`src/rtl/sha_msg_sched.sv`:
```
// SHA-256 message-schedule expander: loads 16 message words, then emits W[0..63] with round index.
// Optional build macro SHA_KROM_EN adds the K[t] round-constant ROM on ckey; otherwise ckey is 0.
module sha_msg_sched #(
  parameter int unsigned NROUNDS = 64
) (
  input  logic        clk,
  input  logic        rst,
  input  logic [31:0] win,
  input  logic        win_valid,
  output logic        win_ready,
  output logic [31:0] warray,
  output logic [31:0] ckey,
  output logic [5:0]  wround,
  output logic        wvalid,
  input  logic        wready,
  output logic        wlast
);

  localparam int unsigned WW = 32;
  localparam int unsigned TW = 6;
  localparam int unsigned NW = 16;

  typedef enum logic {LOAD, EMIT} state_e;

  state_e                  state_q, state_d;
  logic [3:0]              ld_cnt_q, ld_cnt_d;
  logic [TW-1:0]           t_q, t_d;
  logic [NW-1:0][WW-1:0]   win16_q, win16_d;
  logic [WW-1:0]           w_new;

  function automatic logic [WW-1:0] sig0(input logic [WW-1:0] x);
    return {x[6:0], x[31:7]} ^ {x[17:0], x[31:18]} ^ {3'b000, x[31:3]};
  endfunction

  function automatic logic [WW-1:0] sig1(input logic [WW-1:0] x);
    return {x[16:0], x[31:17]} ^ {x[18:0], x[31:19]} ^ {10'b0, x[31:10]};
  endfunction

`ifdef SHA_KROM_EN
  localparam logic [WW-1:0] K_ROM [64] = '{
    32'h428a2f98, 32'h71374491, 32'hb5c0fbcf, 32'he9b5dba5, 32'h3956c25b, 32'h59f111f1, 32'h923f82a4, 32'hab1c5ed5,
    32'hd807aa98, 32'h12835b01, 32'h243185be, 32'h550c7dc3, 32'h72be5d74, 32'h80deb1fe, 32'h9bdc06a7, 32'hc19bf174,
    32'he49b69c1, 32'hefbe4786, 32'h0fc19dc6, 32'h240ca1cc, 32'h2de92c6f, 32'h4a7484aa, 32'h5cb0a9dc, 32'h76f988da,
    32'h983e5152, 32'ha831c66d, 32'hb00327c8, 32'hbf597fc7, 32'hc6e00bf3, 32'hd5a79147, 32'h06ca6351, 32'h14292967,
    32'h27b70a85, 32'h2e1b2138, 32'h4d2c6dfc, 32'h53380d13, 32'h650a7354, 32'h766a0abb, 32'h81c2c92e, 32'h92722c85,
    32'ha2bfe8a1, 32'ha81a664b, 32'hc24b8b70, 32'hc76c51a3, 32'hd192e819, 32'hd6990624, 32'hf40e3585, 32'h106aa070,
    32'h19a4c116, 32'h1e376c08, 32'h2748774c, 32'h34b0bcb5, 32'h391c0cb3, 32'h4ed8aa4a, 32'h5b9cca4f, 32'h682e6ff3,
    32'h748f82ee, 32'h78a5636f, 32'h84c87814, 32'h8cc70208, 32'h90befffa, 32'ha4506ceb, 32'hbef9a3f7, 32'hc67178f2
  };
  // Gated to zero outside EMIT so ckey reads 0 in reset and while loading.
  assign ckey = (state_q == EMIT) ? K_ROM[t_q] : '0;
`else
  assign ckey = '0;
`endif

  assign win_ready = rst & (state_q == LOAD);
  assign wvalid    = (state_q == EMIT);
  assign warray    = win16_q[0];
  assign wround    = t_q;
  assign wlast     = (state_q == EMIT) && (t_q == TW'(NROUNDS - 1));

  // Next schedule word W[t+16]; words produced for t>=48 simply fall off the window.
  assign w_new = sig1(win16_q[14]) + win16_q[9] + sig0(win16_q[1]) + win16_q[0];

  always_comb begin
    state_d  = state_q;
    ld_cnt_d = ld_cnt_q;
    t_d      = t_q;
    win16_d  = win16_q;
    case (state_q)
      LOAD: begin
        if (win_valid && win_ready) begin
          win16_d  = {win, win16_q[NW-1:1]};
          ld_cnt_d = ld_cnt_q + 4'd1;
          if (ld_cnt_q == 4'd15) state_d = EMIT;
        end
      end
      EMIT: begin
        if (wready) begin
          win16_d = {w_new, win16_q[NW-1:1]};
          t_d     = t_q + TW'(1);
          if (t_q == TW'(NROUNDS - 1)) begin
            t_d     = '0;
            state_d = LOAD;
          end
        end
      end
      default: state_d = LOAD;
    endcase
  end

  always_ff @(posedge clk or negedge rst) begin
    if (!rst) begin
      state_q  <= LOAD;
      ld_cnt_q <= '0;
      t_q      <= '0;
      win16_q  <= '0;
    end else begin
      state_q  <= state_d;
      ld_cnt_q <= ld_cnt_d;
      t_q      <= t_d;
      win16_q  <= win16_d;
    end
  end

endmodule
```
`config.mk`:
```
export PLATFORM = sky130hd
export DESIGN_NAME = sha_msg_sched
export DESIGN_NICKNAME = d
export VERILOG_FILES = /design/src/rtl/sha_msg_sched.sv
export SDC_FILE = /design/constraint.sdc
export NUM_CORES = 1
export LEC_CHECK = 0
export ABC_AREA = 1
export BUFFER_PORTS_ARGS = -buffer_cell sky130_fd_sc_hd__buf_2
export CELL_PAD_IN_SITES_DETAIL_PLACEMENT = 0
export CELL_PAD_IN_SITES_GLOBAL_PLACEMENT = 1
export CORE_MARGIN = 2
export CORE_UTILIZATION = 51
export CTS_CLUSTER_DIAMETER = 100
export DETAILED_ROUTE_END_ITERATION = 12
export HOLD_SLACK_MARGIN = 0.06
export PLACE_DENSITY = 0.94
export SLEW_MARGIN = 25
export SYNTH_ARGS = -nofsm -noshare
export SYNTH_HDL_FRONTEND = slang
export SYNTH_SLANG_ARGS = --single-unit
```
`constraint.sdc`:
```
create_clock -name clk -period 7.5 [get_ports clk]
set_input_delay 0.375 -clock clk [delete_from_list [all_inputs] [get_ports clk]]
set_output_delay 0.375 -clock clk [all_outputs]
set_load 0.05 [all_outputs]
```
**Word-level counts from Yosys, hierarchy flattened**

Index checks and enable logic that the tools add are counted.

- Bitwise gates (word level): 6
- Eq/ne operators: 4
- Multiplexer cells: 9
- Reduce and logical (&&, ||, !) cells: 5
- Add/subtract/negate cells: 5

Operators with widths:

| operator | count |
|---|---|
| $mux 512 | 2 |
| $pmux 512 s2 | 1 |
| $add 32x32->32 | 3 |
| $xor 32x32->32 | 2 |
| $xor 32x22->32 | 1 |
| $xor 32x29->32 | 1 |
| $add 6x1->6 const B | 1 |
| $eq 6x6->1 const B | 1 |
| $mux 6 | 1 |
| $reduce_and 2->1 | 3 |
| $add 4x1->4 const B | 1 |
| $eq 4x4->1 const B | 1 |
| $mux 1 | 4 |
| $logic_and 1x1->1 | 2 |
| $ne 2x1->1 const B | 1 |
| $ne 2x2->1 const B | 1 |
| $pmux 1 s2 | 1 |
| $and 1x1->1 | 1 |
| $not 1->1 | 1 |

- Register bits after elaboration: 523
- Word-level logic and storage cells: 48
- Input port bits: 36
- Output and inout port bits: 73

**Depth between registers and ports, before layout**

- Depth after elaboration: 7
- Mapped depth: 21
- Mapped depth without buffers: 20

**Least setup slack after synthesis**

No wires, ideal clock.

- Path kind: reg2reg
- Start point: register win16_q[468] (netlist bit)
- End point: register win16_q[501] (netlist bit)
- Cell stages (with the launch flop): 20
- Data arrival time: 3.180 ns
- Setup time: 0.130 ns
- Data required time: 7.370 ns
- Path buffers: 1
- Path slack: 4.190 ns
- Clock period less this slack: 3.310 ns
- Cells stage by stage: dfrtp_1 > clkbuf_1 > xnor2_1 > xor2_1 > fa_1 > fa_1 > inv_1 > ha_1 > inv_1 > fa_1 > inv_1 > nand3_1 > nand3_1 > nand2_1 > nand3_1 > nand2_1 > nand3_1 > nand3_1 > nand2_1 > o21ai_0

- Cells in the longest elaborated chain, start to end: 7

RTL lines:

| element | RTL line | RTL |
|---|---|---|
| start: declaration | 28 | `logic [NW-1:0][WW-1:0] win16_q, win16_d;` |
| start signal: assignment | 102 | `win16_q <= win16_d;` |
| $xor 32x32->32 | 36 | `return {x[16:0], x[31:17]} ^ {x[18:0], x[31:19]} ^ {10'b0, x[31:10]};` |
| $xor 32x22->32 (*) | 36 |  |
| $add 32x32->32 (*) (3 in a row) | 63 | `assign w_new = sig1(win16_q[14]) + win16_q[9] + sig0(win16_q[1]) + win16_q[0];` |
| $mux 512 (*) | 79 | `if (wready) begin` |
| $pmux 512 s2 (*) | 70 | `case (state_q)` |

Mark *: on every way between the ends. The rest lies on a longest branch, timed or not. The select of a mux whose other input is x is not followed.
A chain may end at the register's enable or synchronous reset.

**Worst setup path after layout**

- Start point: register win16_q[466] (netlist bit)
- End point: register win16_q[501] (netlist bit)

The elaborated chain is that of the path after synthesis.

==> results.cfg <==
[worst_setup_path]
required_ps = 8000
crit_fanout = 6
reg2reg_from = win16_q[466]
reg2regPathDepth = 18
worstPathArrival_ps = 4640
critPathKind = flip-flop to flip-flop
worst_setup_path_end_kind = flip-flop
worstSetupStartpointType = flip-flop
rrSetupSlack_ps = 3350
r2r_end = win16_q[501]

[final_layout]
layout_common_cells = 827 x nand2_1, 523 x dfrtp_1, 456 x o21ai_0, 443 x inv_1, 88 x nor2_1
layout_commonest_cell = nand2_1
multiInputGateArea_um2 = 9379
nNetsFinal = 3011
fillers = 4342
drive_gt1_share_pct = 6.395
seqCellArea_um2 = 13090
fin_cells = 3547
area_delta_synth_final_pct = 9.736

[routing]
wl_met3_mm = 4.100
routedWlPerCell_um = 17.98
wl_met2_mm = 29.06
dr.pass1.iters = 5
drc_errors = 0
antenna_left = 0
finalWirelength_mm = 63.77
routed.top_layer = met4
first_iter_violations = 1581
via_count = 18287
routed_via_density = 5.156
wl_met1_mm = 29.28

[place]
placedCellCount = 3437
gp_congestion = 0.9552
dp_hpwl_mm = 44.55
port_buffers = 76
dp_worst_setup_slack_ps = 3383

[sta]
setup_ws_ps = 3354
rsz0062_at_grt = false
period_share_pct = 55.28
slew_violations = 0
period_minus_slack_ps = 4146
final_hold_viol_count = 0
clock_skew_ps = 58.27
worst_pin_slew_ps = 1030
setup_violations = 0
setup_tns_ps = 0
slew_headroom_pct = 31.35
max_freq_ghz = 0.2412

[clocking]
cts_root_buf = clkbuf_16
post_cts_buffers = 0
clkLatencyLatePin_ps = 630
cts.hold.buffers_added = 8
cts_resized = 0
cts_tree = yes
cts_buffers = 54
htree_levels = 2
clk_pin_slew_ps = 60
clk_path_buf_depth = 3
cts.sinks = 523

[synthesis]
syn_avg_cell_area_um2 = 8.640
ys_async_sr_fraction_pct = 100.0
ys_warn_count = 0
synth_edf_count = 0
syn_inst = 2896
synth_seq_cells = 523
ys_seq_area_share_pct = 52.31
ys_types = 33
synthFlopType = dfrtp_1
syn_area_um2 = 25020

[die]
die_y_um = 225.5
die_width_um = 225.5
initial_utilization_pct = 51.43
rows = 81
core_um2 = 48650
num_io_pins = 109
die_area_um2 = 50850

[worst_hold_path]
hp-class = input port to flip-flop
min_to = win16_q[487]
min_from = win[7]
hold_depth = 3

[grt]
grt_pass1_vias = 17561
grt_usage_pct = 26.00
grt-ovfl-total = 0
grt_pass1_wl_mm = 100.8
grt_max_degree = 262
antenna_found_initial = 0

[run_status]
status = finished, final reports clean

[job]
cap_violations = 0
-- synth_stat cells (2+ instances only) --
library cell / number / area, µm²
clkbuf_1: 100 / 375.4
nor2_1: 88 / 330.3
inv_1: 443 / 1663
nand4_1: 2 / 12.51
o21ai_0: 456 / 2282
a22oi_1: 7 / 52.55
or2_2: 2 / 12.51
buf_1: 2 / 7.510
nor3b_1: 2 / 15.01
o21bai_1: 3 / 22.52
fa_1: 62 / 1241
nor3_1: 4 / 20.02
o21ai_1: 5 / 25.02
a31oi_1: 2 / 12.51
dfrtp_1: 523 / 13090
nand2_1: 827 / 3104
xnor2_1: 67 / 586.8
buf_2: 39 / 195.2
a21oi_1: 43 / 215.2
nand3_1: 51 / 255.2
nand2_2: 2 / 12.51
xor2_1: 66 / 578.1
o211ai_1: 2 / 15.01
ha_1: 33 / 412.9
buf_4: 57 / 427.9
-- final cells by class --
| type | count | share of cell area [%] |
|---|---|---|
| repair buffers | 96 | 2.306 |
| inverters | 444 | 6.097 |
| clock inverters | 20 | 0.9524 |
| well taps | 622 | 2.834 |
| diodes | 1 | 0.009114 |
| flip-flops and latches | 523 | 47.67 |
| multi-input cells | 1761 | 34.16 |
| clock buffers | 80 | 5.974 |
-- metrics by stage --
step | instance area, µm² | util (%) | hold slack, ps
finish | 27460 | 56.44 | 84.67
global route | 27450 | 56.44 | 94.63
CTS | 27420 | 56.36 | 64.40
detailed placement | 25430 | 52.28 | 416.0
global placement | 25430 | 52.27 | 395.2
floorplan | 25140 | - | 79.41
-- kinds of logic after synthesis --
logic type | count (synthesis) | share of synthesized area, %
DFF | 523 | 52.31
xor gates and xnor gates | 133 | 4.656
and+or+nand+nor | 981 | 15.12
adders and majority gates | 95 | 6.611
buffers and inverters | 643 | 10.73
muxes | 1 | 0.04500
other | 1 | 0.01499
AOI/OAI and AO/OA | 519 | 10.52
-- how the worst max path moves through the flow --
stage	slack [ps]	from	endpoint	depth (start not counted)
finish	3350	win16_q[466]	win16_q[501]	18
global route	3120	win16_q[466]	win16_q[501]	18
CTS	3370	wvalid	win16_q[56]	7
detailed placement	3380	wvalid	win16_q[56]	7
global placement	3440	win16_q[466]	win16_q[501]	18
floorplan	4190	win16_q[468]	win16_q[501]	19
-- flip-flops by register name, indices dropped and copies added, names as in the netlist --
register	cells
warray	32
win16_q	480
wvalid	1
wround	6
ld_cnt_q	4
-- per-layer routing --
| metal | vias to the layer above | global-route usage, % |
|---|---|---|
| met5 | - | 0 |
| met4 | 0 | 6.473 |
| met3 | 98 | 3.977 |
| met2 | 549 | 40.27 |
| met1 | 8913 | 38.61 |
| li1 | 8727 | - |
-- critical path, cell delays in order, from the launching register on --
cell and delay (ps):
dfrtp_1 560, xnor2_1 180, xor2_1 300, fa_1 500, fa_1 490, inv_1 70, ha_1 270, inv_1 80
fa_1 410, inv_1 120, nand3_1 80, nand3_1 200, nand2_1 90, nand3_1 190, nand2_1 110, nand3_1 80
nand3_1 90, nand2_1 90, o21ai_0 70
Power is left out: the tool's default activity adds up to more than one toggle a clock period on the data nets, which glitch-free logic cannot reach.
